$ cat config.mk
export PLATFORM = sky130hd
export DESIGN_NAME = branch_history_queue
export DESIGN_NICKNAME = d
export VERILOG_FILES = /design/src/rtl/bp_pkg.sv /design/src/rtl/bhq_fifo.sv /design/src/rtl/branch_history_queue.sv
export SDC_FILE = /design/constraint.sdc
export NUM_CORES = 1
export LEC_CHECK = 0
export CORE_MARGIN = 1.5
export CORE_UTILIZATION = 40
export DETAILED_ROUTE_END_ITERATION = 16
export PLACE_DENSITY = 0.7
export SETUP_SLACK_MARGIN = 0.5
export SYNTH_ARGS = -nofsm -noshare
export SYNTH_HDL_FRONTEND = slang
export SYNTH_SLANG_ARGS = --single-unit
$ cat constraint.sdc
create_clock -name clk -period 3.8 [get_ports clk]
set_input_delay 0.76 -clock clk [delete_from_list [all_inputs] [get_ports clk]]
set_output_delay 0.76 -clock clk [all_outputs]
set_load 0.005 [all_outputs]
$ cat src/rtl/bp_pkg.sv
// Shared types and helpers for the branch history queue.
package bp_pkg;

  localparam int unsigned INDEX_W = 8;
  localparam int unsigned CNT_W   = 16;

  typedef struct packed {
    logic [INDEX_W-1:0] index;
    logic               pred;
  } bhq_entry_t;

  // Increment that sticks at max_value instead of wrapping.
  function automatic logic [31:0] sat_inc(input logic [31:0] value, input logic [31:0] max_value);
    return (value >= max_value) ? value : value + 32'd1;
  endfunction

endpackage

$ cat src/rtl/bhq_fifo.sv
// Circular buffer with extra-MSB pointers; clear empties the queue after any same-cycle pop.
module bhq_fifo #(
  parameter int unsigned DEPTH = 4,
  parameter int unsigned W     = 9
) (
  input  logic         clk,
  input  logic         rst_n,
  input  logic         push,
  input  logic         pop,
  input  logic         clear,
  input  logic [W-1:0] din,
  output logic [W-1:0] dout,
  output logic         full,
  output logic         empty
);

  localparam int unsigned AW = (DEPTH > 1) ? $clog2(DEPTH) : 1;
  localparam int unsigned PW = AW + 1;

  logic [W-1:0]  mem [DEPTH];
  logic [PW-1:0] head;
  logic [PW-1:0] tail;
  logic [PW-1:0] head_next;
  logic [PW-1:0] count;
  logic          do_push;
  logic          do_pop;

  assign count     = tail - head;
  assign full      = (count == PW'(DEPTH));
  assign empty     = (head == tail);
  assign do_push   = push && !full && !clear;
  assign do_pop    = pop && !empty;
  assign head_next = head + PW'(do_pop);
  assign dout      = mem[head[AW-1:0]];

  always_ff @(posedge clk or negedge rst_n) begin
    if (!rst_n) begin
      head <= '0;
      tail <= '0;
    end else begin
      head <= head_next;
      tail <= clear ? head_next : tail + PW'(do_push);
    end
  end

  // Storage needs no reset; validity is tracked by the pointers.
  always_ff @(posedge clk) begin
    if (do_push) mem[tail[AW-1:0]] <= din;
  end

endmodule

$ cat src/rtl/branch_history_queue.sv
// Tracks in-flight predicted branches and drives predictor updates when they resolve.
module branch_history_queue
  import bp_pkg::*;
#(
  parameter int unsigned DEPTH   = 4,
  parameter int unsigned INDEX_W = bp_pkg::INDEX_W,
  parameter int unsigned CNT_W   = bp_pkg::CNT_W
) (
  input  logic               clk,
  input  logic               rst_n,
  input  logic               enq_valid,
  input  logic [INDEX_W-1:0] enq_index,
  input  logic               enq_pred,
  output logic               enq_ready,
  input  logic               res_valid,
  input  logic               res_taken,
  input  logic               flush,
  output logic               update_enable,
  output logic [INDEX_W-1:0] update_index,
  output logic               outcome,
  output logic               mispredict,
  output logic [CNT_W-1:0]   resolved_cnt,
  output logic [CNT_W-1:0]   mispredict_cnt
);

  localparam int unsigned EW      = bp_pkg::INDEX_W;
  localparam logic [31:0] CNT_MAX = 32'((64'd1 << CNT_W) - 64'd1);

  bhq_entry_t enq_entry;
  bhq_entry_t head_entry;
  logic       full;
  logic       empty;
  logic       accept_res_c;
  logic       mis_c;
  logic       push_c;
  logic       clear_c;

  assign enq_entry.index = EW'(enq_index);
  assign enq_entry.pred  = enq_pred;
  assign enq_ready       = !full;

  // flush outranks resolve; a mispredict squashes all younger and same-cycle entries.
  assign accept_res_c = res_valid && !empty && !flush;
  assign mis_c        = accept_res_c && (res_taken != head_entry.pred);
  assign push_c       = enq_valid && enq_ready && !flush && !mis_c;
  assign clear_c      = flush || mis_c;

  bhq_fifo #(
    .DEPTH (DEPTH),
    .W     ($bits(bhq_entry_t))
  ) u_fifo (
    .clk   (clk),
    .rst_n (rst_n),
    .push  (push_c),
    .pop   (accept_res_c),
    .clear (clear_c),
    .din   (enq_entry),
    .dout  (head_entry),
    .full  (full),
    .empty (empty)
  );

  always_ff @(posedge clk or negedge rst_n) begin
    if (!rst_n) begin
      update_enable  <= 1'b0;
      update_index   <= '0;
      outcome        <= 1'b0;
      mispredict     <= 1'b0;
      resolved_cnt   <= '0;
      mispredict_cnt <= '0;
    end else begin
      update_enable <= accept_res_c;
      mispredict    <= mis_c;
      if (accept_res_c) begin
        update_index <= INDEX_W'(head_entry.index);
        outcome      <= res_taken;
        resolved_cnt <= CNT_W'(sat_inc(32'(resolved_cnt), CNT_MAX));
      end
      if (mis_c) mispredict_cnt <= CNT_W'(sat_inc(32'(mispredict_cnt), CNT_MAX));
    end
  end

endmodule
==> impl_results.md, run 1 <==
* Cells after synthesis at 256
* Total power at 0.00271 W
* Vias in the first global route at 2247
* Min-Delay Path Depth at 2
* CP delay by family, top: flip-flops
* Layout cells sized above 1 at 12.2%
* Asr flop ratio synth at 57.6%
* RSZ-0062 raised after global routing: no
* R2r worst-path depth at 7
* Clock transition at the registers of the reported paths at 0.08 ns
* Seq cells post-synth at 85
* Slowest stage delay, CP at 0.63 ns
* Yosys Warn Count at 0
* Clock latency on the worst-skew pair at 0.35 ns
* Cell area after synthesis at 0.00359 mm²
* Final hold viol count at 0
* Synth-to-Final Area Change at 24.2%
* Die area at 0.00956 mm²
* Hold Crit Class: flip-flop to flip-flop
* Outcome: complete, no violations
* Setup Skew at 0.00943 ns
* Initial Util at 41.2%
* Multiplexer area fraction after synthesis at 7.21%
* Fin nets at 347
* Post-Syn Area per Cell at 14.0 µm²
* DR pass1 iterations at 4
* Commonest non-fill, non-tap cells in the layout: clkdlybuf4s50_1 (57), dfrtp_1 (49), nand2_1 (37)
* Seq/Total Area, Yosys at 64.2%
* Adder-cell share of the synthesized area at 2.79%
* Post_cts resized at 0
* Hold buffers post-CTS at 0
* CP Class: flip-flop to output pin
* Number of flops mapped to enable cells by yosys at 36
* Pleak at 1.76 nW
* Multi-input logic area at 0.00121 mm²
* Gpl congestion at 0.751
* PnR worst setup slack at 0.912 ns
* Post-Synth Simple-Gate Area at 13.6%
* Vias after detailed routing at 2231
* Final Cycle Share at 76.0%
* CTS tree: done
* CP Max Fanout at 11
* Most used DFF post-synth: dfrtp_1
* Die height at 97.8 µm
* Slew Viols, Final at 0
* CP max-delay cell: dfrtp_1
* Largest family of logic cells by synthesized area: simple AND/OR/NAND/NOR gates
* Setup slack at placement at 0.766 ns
* # IOs at 59
* WL final at 6590 µm
* DP HPWL at 4700 µm
* Max cap viols at 0
* GRT overflow at 0
* Largest net degree at the start of global routing at 50
* Worst EP arrival at 2.13 ns
* Number of CTS-inserted buffers at 9
* Detail Route Antenna Nets at 0
* Max VDD drop at 242 µV
* Postcts setup bufs at 0
* Power Density at 607 mW/mm²
* Clk buf depth at 2
* Rel. slew slack at 29.7%
* Residual DRC at 0
* Final Util at 51.2%
* First-pass GRT wire length at 11200 µm
* Finished Cell Area at 0.00446 mm²
* Number of I/O port buffers at 58
* Setup_tns at 0 ns
* Commonest non-fill, non-tap cell in the layout: clkdlybuf4s50_1
* Sequential Area at 0.00231 mm²
* Std-Cell Rows at 34
* CTS Root Cell: clkbuf_8
* Startpoint types: flip-flop
* Post-synthesis compound-gate area fraction at 1.74%
* CORE AREA at 0.00872 mm²
* CP Depth at 6
* CP cell instances: inv_1 > ha_1 > nor2b_1 > xnor2_1 > nand3_1 > clkdlybuf4s50_1
* Final min period at 2.89 ns
* CP Buf/Inv Count at 2
* Die X at 97.8 µm
* Count of different cell masters after synthesis at 37
* DR iter-0 viols at 81
* Post-Synth XOR/XNOR Area at 8.25%
* Initial antenna violation count at 0
* Drt via density at 5.11
* DR WL/cell at 15.1 µm
* Fillers at 758
* Setup violators final at 0
* Worst-margin pin slew at 1.05 ns
* Fmax at 346 MHz
* CTS sink count at 85
* H-tree depth at 3
* Antenna Cells at 0
* WP data required at 3.04 ns
* Area after DPL at 0.00430 mm²
* Crit end category: output pin
* Post-synthesis net count at 279
* Tot GR Track Use at 15.0%
-- metal layers --
layer	up-vias	global-route usage, %	share of wire (%)
met3	9	3.79	3.3
met2	41	23.5	50
met4	0	5.60	1.2
met5	-	0	0
met1	1116	20.2	46
li1	1065	-	-
-- worst paths after layout --
path	startpoint	to	slack, ns
setup / recovery	u_fifo.head[1]	enq_ready	0.91
hold / removal	outcome	outcome	0.49
setup reg to reg	u_fifo.head[1]	u_fifo.mem[2][0]	1.01
hold reg to reg	outcome	outcome	0.49
max in group asynchronous	rst_n	mispredict_cnt[12]	2.56
min in group asynchronous	rst_n	u_fifo.tail[1]	0.59
-- cell families after synthesis --
logic type	count (synthesis)
compound gates	8
buf+inv	15
mux	14
flops	85
simple gates	93
xor+xnor	33
fa+ha+maj	8
-- power breakdown --
part,leakage [nW],internal (W),switching [W]
logic,0.730,0.000480,0.000339
registers,0.958,0.00115,0.000192
clock network,0.0721,0.000234,0.000319
total,1.76,0.00186,0.000850
-- final cells by class --
type	count	share of cell area, %
inverters	9	0.757
well taps	108	3.03
clock inverters	6	0.897
clock buffers	10	2.86
repair buffers	63	13.7
flip-flops and latches	85	51.7
multi-input cells	156	27.0
-- worst min-delay path, stage by stage (launching register included) --
cell and delay, ns:
dfrtp_1 0.36, nand2_1 0.05, nand2_1 0.05
-- cell usage after synthesis, types with 2 or more instances --
master / number / area, µm²
mux2_2: 4 / 45.0
nand4_1: 15 / 93.8
buf_6: 3 / 33.8
nor3_1: 6 / 30.0
edfxtp_1: 36 / 1080
nand2_1: 37 / 139
xor2_1: 7 / 61.3
xnor2_1: 25 / 219
nor2_1: 6 / 22.5
nor2b_1: 2 / 12.5
mux4_2: 9 / 203
dfrtp_1: 49 / 1230
and4_1: 4 / 35.0
and3_1: 4 / 25.0
clkbuf_1: 2 / 7.51
inv_1: 9 / 33.8
nand3_1: 10 / 50.1
nor4_1: 2 / 12.5
ha_1: 8 / 100
-- flip-flops by register name, summed over array words and instances, names as in the netlist --
register	cells
outcome	1
update_index	8
update_enable	1
mispredict_cnt	16
resolved_cnt	16
u_fifo.head	3
mispredict	1
u_fifo.mem	36
u_fifo.tail	3
-- stage by stage --
step                hold WS [ns]  std cells
floorplan                  0.464        256
global placement           0.477        421
detailed placement         0.475        421
CTS                        0.500        437
global route               0.514        437
finish                     0.491        437
Note: power is estimated with default switching activity, not from simulation.
==> run 2, diff against run 1 <==
- PLACE_DENSITY: 0.7 -> 0.72
- clock period: 3.8 -> 2.65 ns (I/O delays scaled with it)
==> run 2 against run 1 <==
Via count grew 4.5%. Sequential power grew 40%. Global-route usage grew 1.1 points. Worst hold slack lost 0.29 ns. First-iteration DRC count grew 21%. Register-to-register slack lost 0.66 ns.
==> impl_results.md, run 2 (synthesized netlist as in run 1, its figures left out) <==
* First-pass GRT wire length at 11800 µm (was 11200 µm)
* Finished Cell Area at 0.00483 mm² (was 0.00446 mm²)
* Die X at 97.8 µm (unchanged)
* Initial antenna violation count at 0 (unchanged)
* Tot GR Track Use at 16.0% (was 15.0%)
* CP Max Fanout at 3 (was 11)
* WL final at 7370 µm (was 6590 µm)
* Residual DRC at 0 (unchanged)
* Most numerous cell on the critical path: ha_4
* Slew Viols, Final at 0 (unchanged)
* Die height at 97.8 µm (unchanged)
* Final non-filler cell total at 459 (was 437)
* Largest net degree at the start of global routing at 26 (was 50)
* Power Density at 896 mW/mm² (was 607 mW/mm²)
* Setup violators final at 0 (unchanged)
* Die area at 0.00956 mm² (unchanged)
* CP max-delay cell: mux4_2 (was dfrtp_1)
* Hold buffers post-CTS at 0 (unchanged)
* Hold Crit Class: primary input to async pin (was flip-flop to flip-flop)
* Crit end category: flip-flop (was output pin)
* Clock transition at the registers of the reported paths at 0.09 ns (was 0.08 ns)
* Synth-to-Final Area Change at 34.3% (was 24.2%)
* Setup_tns at 0 ns (unchanged)
* CTS sink count at 85 (unchanged)
* CP Class: flip-flop to flip-flop (was flip-flop to output pin)
* Detail Route Antenna Nets at 0 (unchanged)
* Slowest stage delay, CP at 0.57 ns (was 0.63 ns)
* Outcome: complete, no violations (unchanged)
* Rel. slew slack at 52.3% (was 29.7%)
* Area after DPL at 0.00445 mm² (was 0.00430 mm²)
* Startpoint types: flip-flop (unchanged)
* Fmax at 434 MHz
* Commonest non-fill, non-tap cells in the layout: clkdlybuf4s50_1 (56), dfrtp_1 (48), nand2_1 (37) (was clkdlybuf4s50_1 (57), dfrtp_1 (49), nand2_1 (37))
* Clk buf depth at 2 (unchanged)
* CP delay by family, top: multiplexers (was flip-flops)
* H-tree depth at 3 (unchanged)
* DR WL/cell at 16.1 µm (was 15.1 µm)
* Number of I/O port buffers at 58 (unchanged)
* Layout cells sized above 1 at 21.4% (was 12.2%)
* Clock latency on the worst-skew pair at 0.34 ns (was 0.35 ns)
* Final hold viol count at 0 (unchanged)
* Final Util at 55.4% (was 51.2%)
* CORE AREA at 0.00872 mm² (unchanged)
* Gpl congestion at 0.761 (was 0.751)
* Std-Cell Rows at 34 (unchanged)
* WP data required at 2.88 ns (was 3.04 ns)
* CP Buf/Inv Count at 2 (unchanged)
* DR pass1 iterations at 4 (unchanged)
* Vias in the first global route at 2422 (was 2247)
* Final min period at 2.30 ns
* Final Cycle Share at 87.0%
* CTS Root Cell: clkbuf_8 (unchanged)
* Vias after detailed routing at 2332 (was 2231)
* Pleak at 1.91 nW (was 1.76 nW)
* Fin nets at 369 (was 347)
* Worst-margin pin slew at 0.710 ns (was 1.05 ns)
* DP HPWL at 4960 µm (was 4700 µm)
* Max VDD drop at 374 µV (was 242 µV)
* Antenna Cells at 0 (unchanged)
* # IOs at 59 (unchanged)
* Max cap viols at 0 (unchanged)
* Drt via density at 5.08 (was 5.11)
* Initial Util at 41.2% (unchanged)
* Setup Skew at 0.00741 ns (was 0.00943 ns)
* CTS tree: done (unchanged)
* CP cell instances: buf_4 > mux4_2 > xnor2_4 > o21ba_4 > nand3_4 > inv_2 > ha_4 > ha_4 > mux2_4 (was inv_1 > ha_1 > nor2b_1 > xnor2_1 > nand3_1 > clkdlybuf4s50_1)
* Flip-flop count of the largest register after layout at 36 (unchanged)
* Placed cells at 429 (was 421)
* Number of CTS-inserted buffers at 9 (unchanged)
* RSZ-0062 raised after global routing: yes (was no)
* DR iter-0 viols at 98 (was 81)
* GRT overflow at 0 (unchanged)
* Commonest non-fill, non-tap cell in the layout: clkdlybuf4s50_1 (unchanged)
* Worst EP arrival at 2.54 ns (was 2.13 ns)
[run 2: changes by cell type in the layout (fill, tap and decap cells not counted), moves of 3 or more]
cell / before / now
buf_6: 0 / 10
buf_4: 5 / 14
ha_1: 8 / 5
ha_4: 0 / 3
inv_6: 0 / 3
[run 2: worst reg2reg max path, delay by kind of cell, from the launching register on]
kind            cells  cell delay, ns
fa+ha+maj           2            0.36
xor+xnor            1            0.16
buf+inv             2            0.18
compound gates      1            0.21
mux                 2            0.82
simple gates        1            0.10
flops               1            0.36
[run 2: cell type report]
type | count | area, µm²
fillers | 716 | 3890
flip-flops and latches | 85 | 2310
multi-input cells | 157 | 1340
repair buffers | 84 | 832
well taps | 108 | 135
clock buffers | 10 | 128
clock inverters | 6 | 46.3
inverters | 9 | 33.8
[run 2: path summary, 6_finish.rpt]
kind	endpoint	depth (start not counted)	start	slack, ns
setup reg to reg	u_fifo.tail[1]	9	u_fifo.head[0]	0.35
hold / removal	mispredict_cnt[8]	1	rst_n	0.20
hold reg to reg	update_index[2]	2	update_index[2]	0.49
setup / recovery	u_fifo.tail[1]	9	u_fifo.head[0]	0.35
min in group clk	update_index[2]	2	update_index[2]	0.49
max in group asynchronous	resolved_cnt[14]	2	rst_n	1.90
[run 2: timing repair]
| action | in CTS | in global routing |
|---|---|---|
| pin swaps | 6 | 2 |
| buffers inserted | 7 | 3 |
| endpoints found under the setup margin | 67 | 54 |
| gates cloned | 2 | 2 |
| resized for setup | 14 | 7 |
[run 2: per-stage QoR]
| step | total power [W] | hold WS, ns | setup slack, ns |
|---|---|---|---|
| detailed placement | 0.00332 | 0.467 | 0.160 |
| CTS | 0.00428 | 0.211 | 0.373 |
| floorplan | 0.00270 | 0.234 | 0.217 |
| global route | 0.00458 | 0.239 | 0.267 |
| finish | 0.00433 | 0.197 | 0.346 |
| global placement | 0.00329 | 0.475 | 0.203 |
[run 2: power breakdown]
part,internal [W],switching [W],total (W)
logic,0.000921,0.000703,0.00162
registers,0.00165,0.000221,0.00187
clock network,0.000350,0.000484,0.000834
[run 2: per-layer routing]
metal / vias up / share of wire [%] / global-route usage [%]
met4: 0 / 1.1 / 5.60
li1: 1112 / - / -
met2: 53 / 52 / 27.6
met5: - / 0 / 0
met1: 1158 / 43 / 20.0
met3: 9 / 3.7 / 3.72
==> run 3, diff against run 2 <==
- GPL_TIMING_DRIVEN: not set -> 1
==> results of run 3 <==
Final layout, timing and power as in run 2 (identical DEF).
==> edit: new RTL, settings of run 3 <==
`DEPTH` is set to 4 in 2 places; all go to 2.
--- a/src/rtl/bhq_fifo.sv
+++ b/src/rtl/bhq_fifo.sv
@@ -1,6 +1,6 @@
 // Circular buffer with extra-MSB pointers; clear empties the queue after any same-cycle pop.
 module bhq_fifo #(
-  parameter int unsigned DEPTH = 4,
+  parameter int unsigned DEPTH = 2,
   parameter int unsigned W     = 9
 ) (
   input  logic         clk,
--- a/src/rtl/branch_history_queue.sv
+++ b/src/rtl/branch_history_queue.sv
@@ -2,7 +2,7 @@
 module branch_history_queue
   import bp_pkg::*;
 #(
-  parameter int unsigned DEPTH   = 4,
+  parameter int unsigned DEPTH   = 2,
   parameter int unsigned INDEX_W = bp_pkg::INDEX_W,
   parameter int unsigned CNT_W   = bp_pkg::CNT_W
 ) (
Function: changed (a bounded check fails within 4 cycles, from zero or initial values and one cycle with rst_n low).
==> edit against run 3 <==
  * Die area down 20%
  * Global-route usage about the same
  * Setup slack better by 200 ps
  * Final area down 19%
  * Area after synthesis down 21%
  * Clock power up 13%
  * Non-clock buffer count down 8
  * Count of clock-buffer cells in the layout down 1
  * Sequential cell count down 20
  * Utilization up 2.1 points
  * Total power down 18%
  * Critical endpoint unchanged
  * Wire length down 25%
==> edit: results (changes against run 3) <==
| Metric | Value |
|---|---|
| Worst Reg-to-Reg Cells | `10 (+1)` |
| Layout clock area frac | `5.77% (+2.2 points)` |
| Synth area leaders | `dfrtp_1, edfxtp_1, xnor2_1, nand2_1, xor2_1` |
| DR vias | `2007 (-14%)` |
| CTS resizes | `4 (-10)` |
| Status | `complete, no violations` |
| Synth Area in Compound Gates | `5.64% (+3.9 points)` |
| Gpl congestion | `0.729 (-4.2%)` |
| Vias in the first global route | `1920 (-21%)` |
| Unique masters post-synth | `36 (-2.7%)` |
| First-pass GRT wire length | `9200 um (-22%)` |
| Drt total wl | `5530 um (-25%)` |
| Pin count of the biggest net entering global routing | `48 (+85%)` |
| Sequential share of cell area | `43.8% (-4.0 points)` |
| Ys async rst share | `72.3% (+15 points)` |
| XOR/XNOR share of the synthesized area | `8.59% (+0.34 points)` |
| FF-to-FF setup slack | `580 ps (+230 ps)` |
| CLK BUF | `9 (-1)` |
| Skew final | `6.14 ps (-1.27 ps)` |
| Data buffer area share | `18.2% (+0.94 points)` |
| Worst path top cell family by delay | `buffers and inverters` |
| Sequential share of the synthesized area | `60.4% (-3.8 points)` |
| Worst endpoint data arrival time | `2330 ps (-210 ps)` |
| Place WS | `25.4 ps (-134 ps)` |
| Non-clock inverter total of the final layout | `7 (-2)` |
| Crit-path max cell delay | `460 ps (-110 ps)` |
==> edit: metal layers <==
metal  up-vias  wire length (um)  part of all wire (%)
li1        979                 -                     -
met1       974              2510                    45
met2        47              2700                    49
met3         7               245                   4.4
met4         0                81                   1.5
met5         -                 0                     0
==> edit: power by group through the flow <==
stage,Sequential [mW],Combinational [mW],Clock [mW]
floorplan,1.43,0.501,0
global placement,1.47,0.920,0
detailed placement,1.47,0.948,0
CTS,1.45,1.06,0.969
global route,1.49,1.24,1.02
finish,1.46,1.13,0.945
==> edit: stage by stage <==
stage | std cells | cell area, sq um | utilization (%) | hold WS [ps]
finish | 413 | 3920 | 57.4 | 276
global placement | 387 | 3570 | 52.2 | 468
global route | 413 | 3920 | 57.4 | 318
detailed placement | 387 | 3570 | 52.2 | 470
CTS | 408 | 3850 | 56.3 | 294
floorplan | 230 | 2850 | - | 234
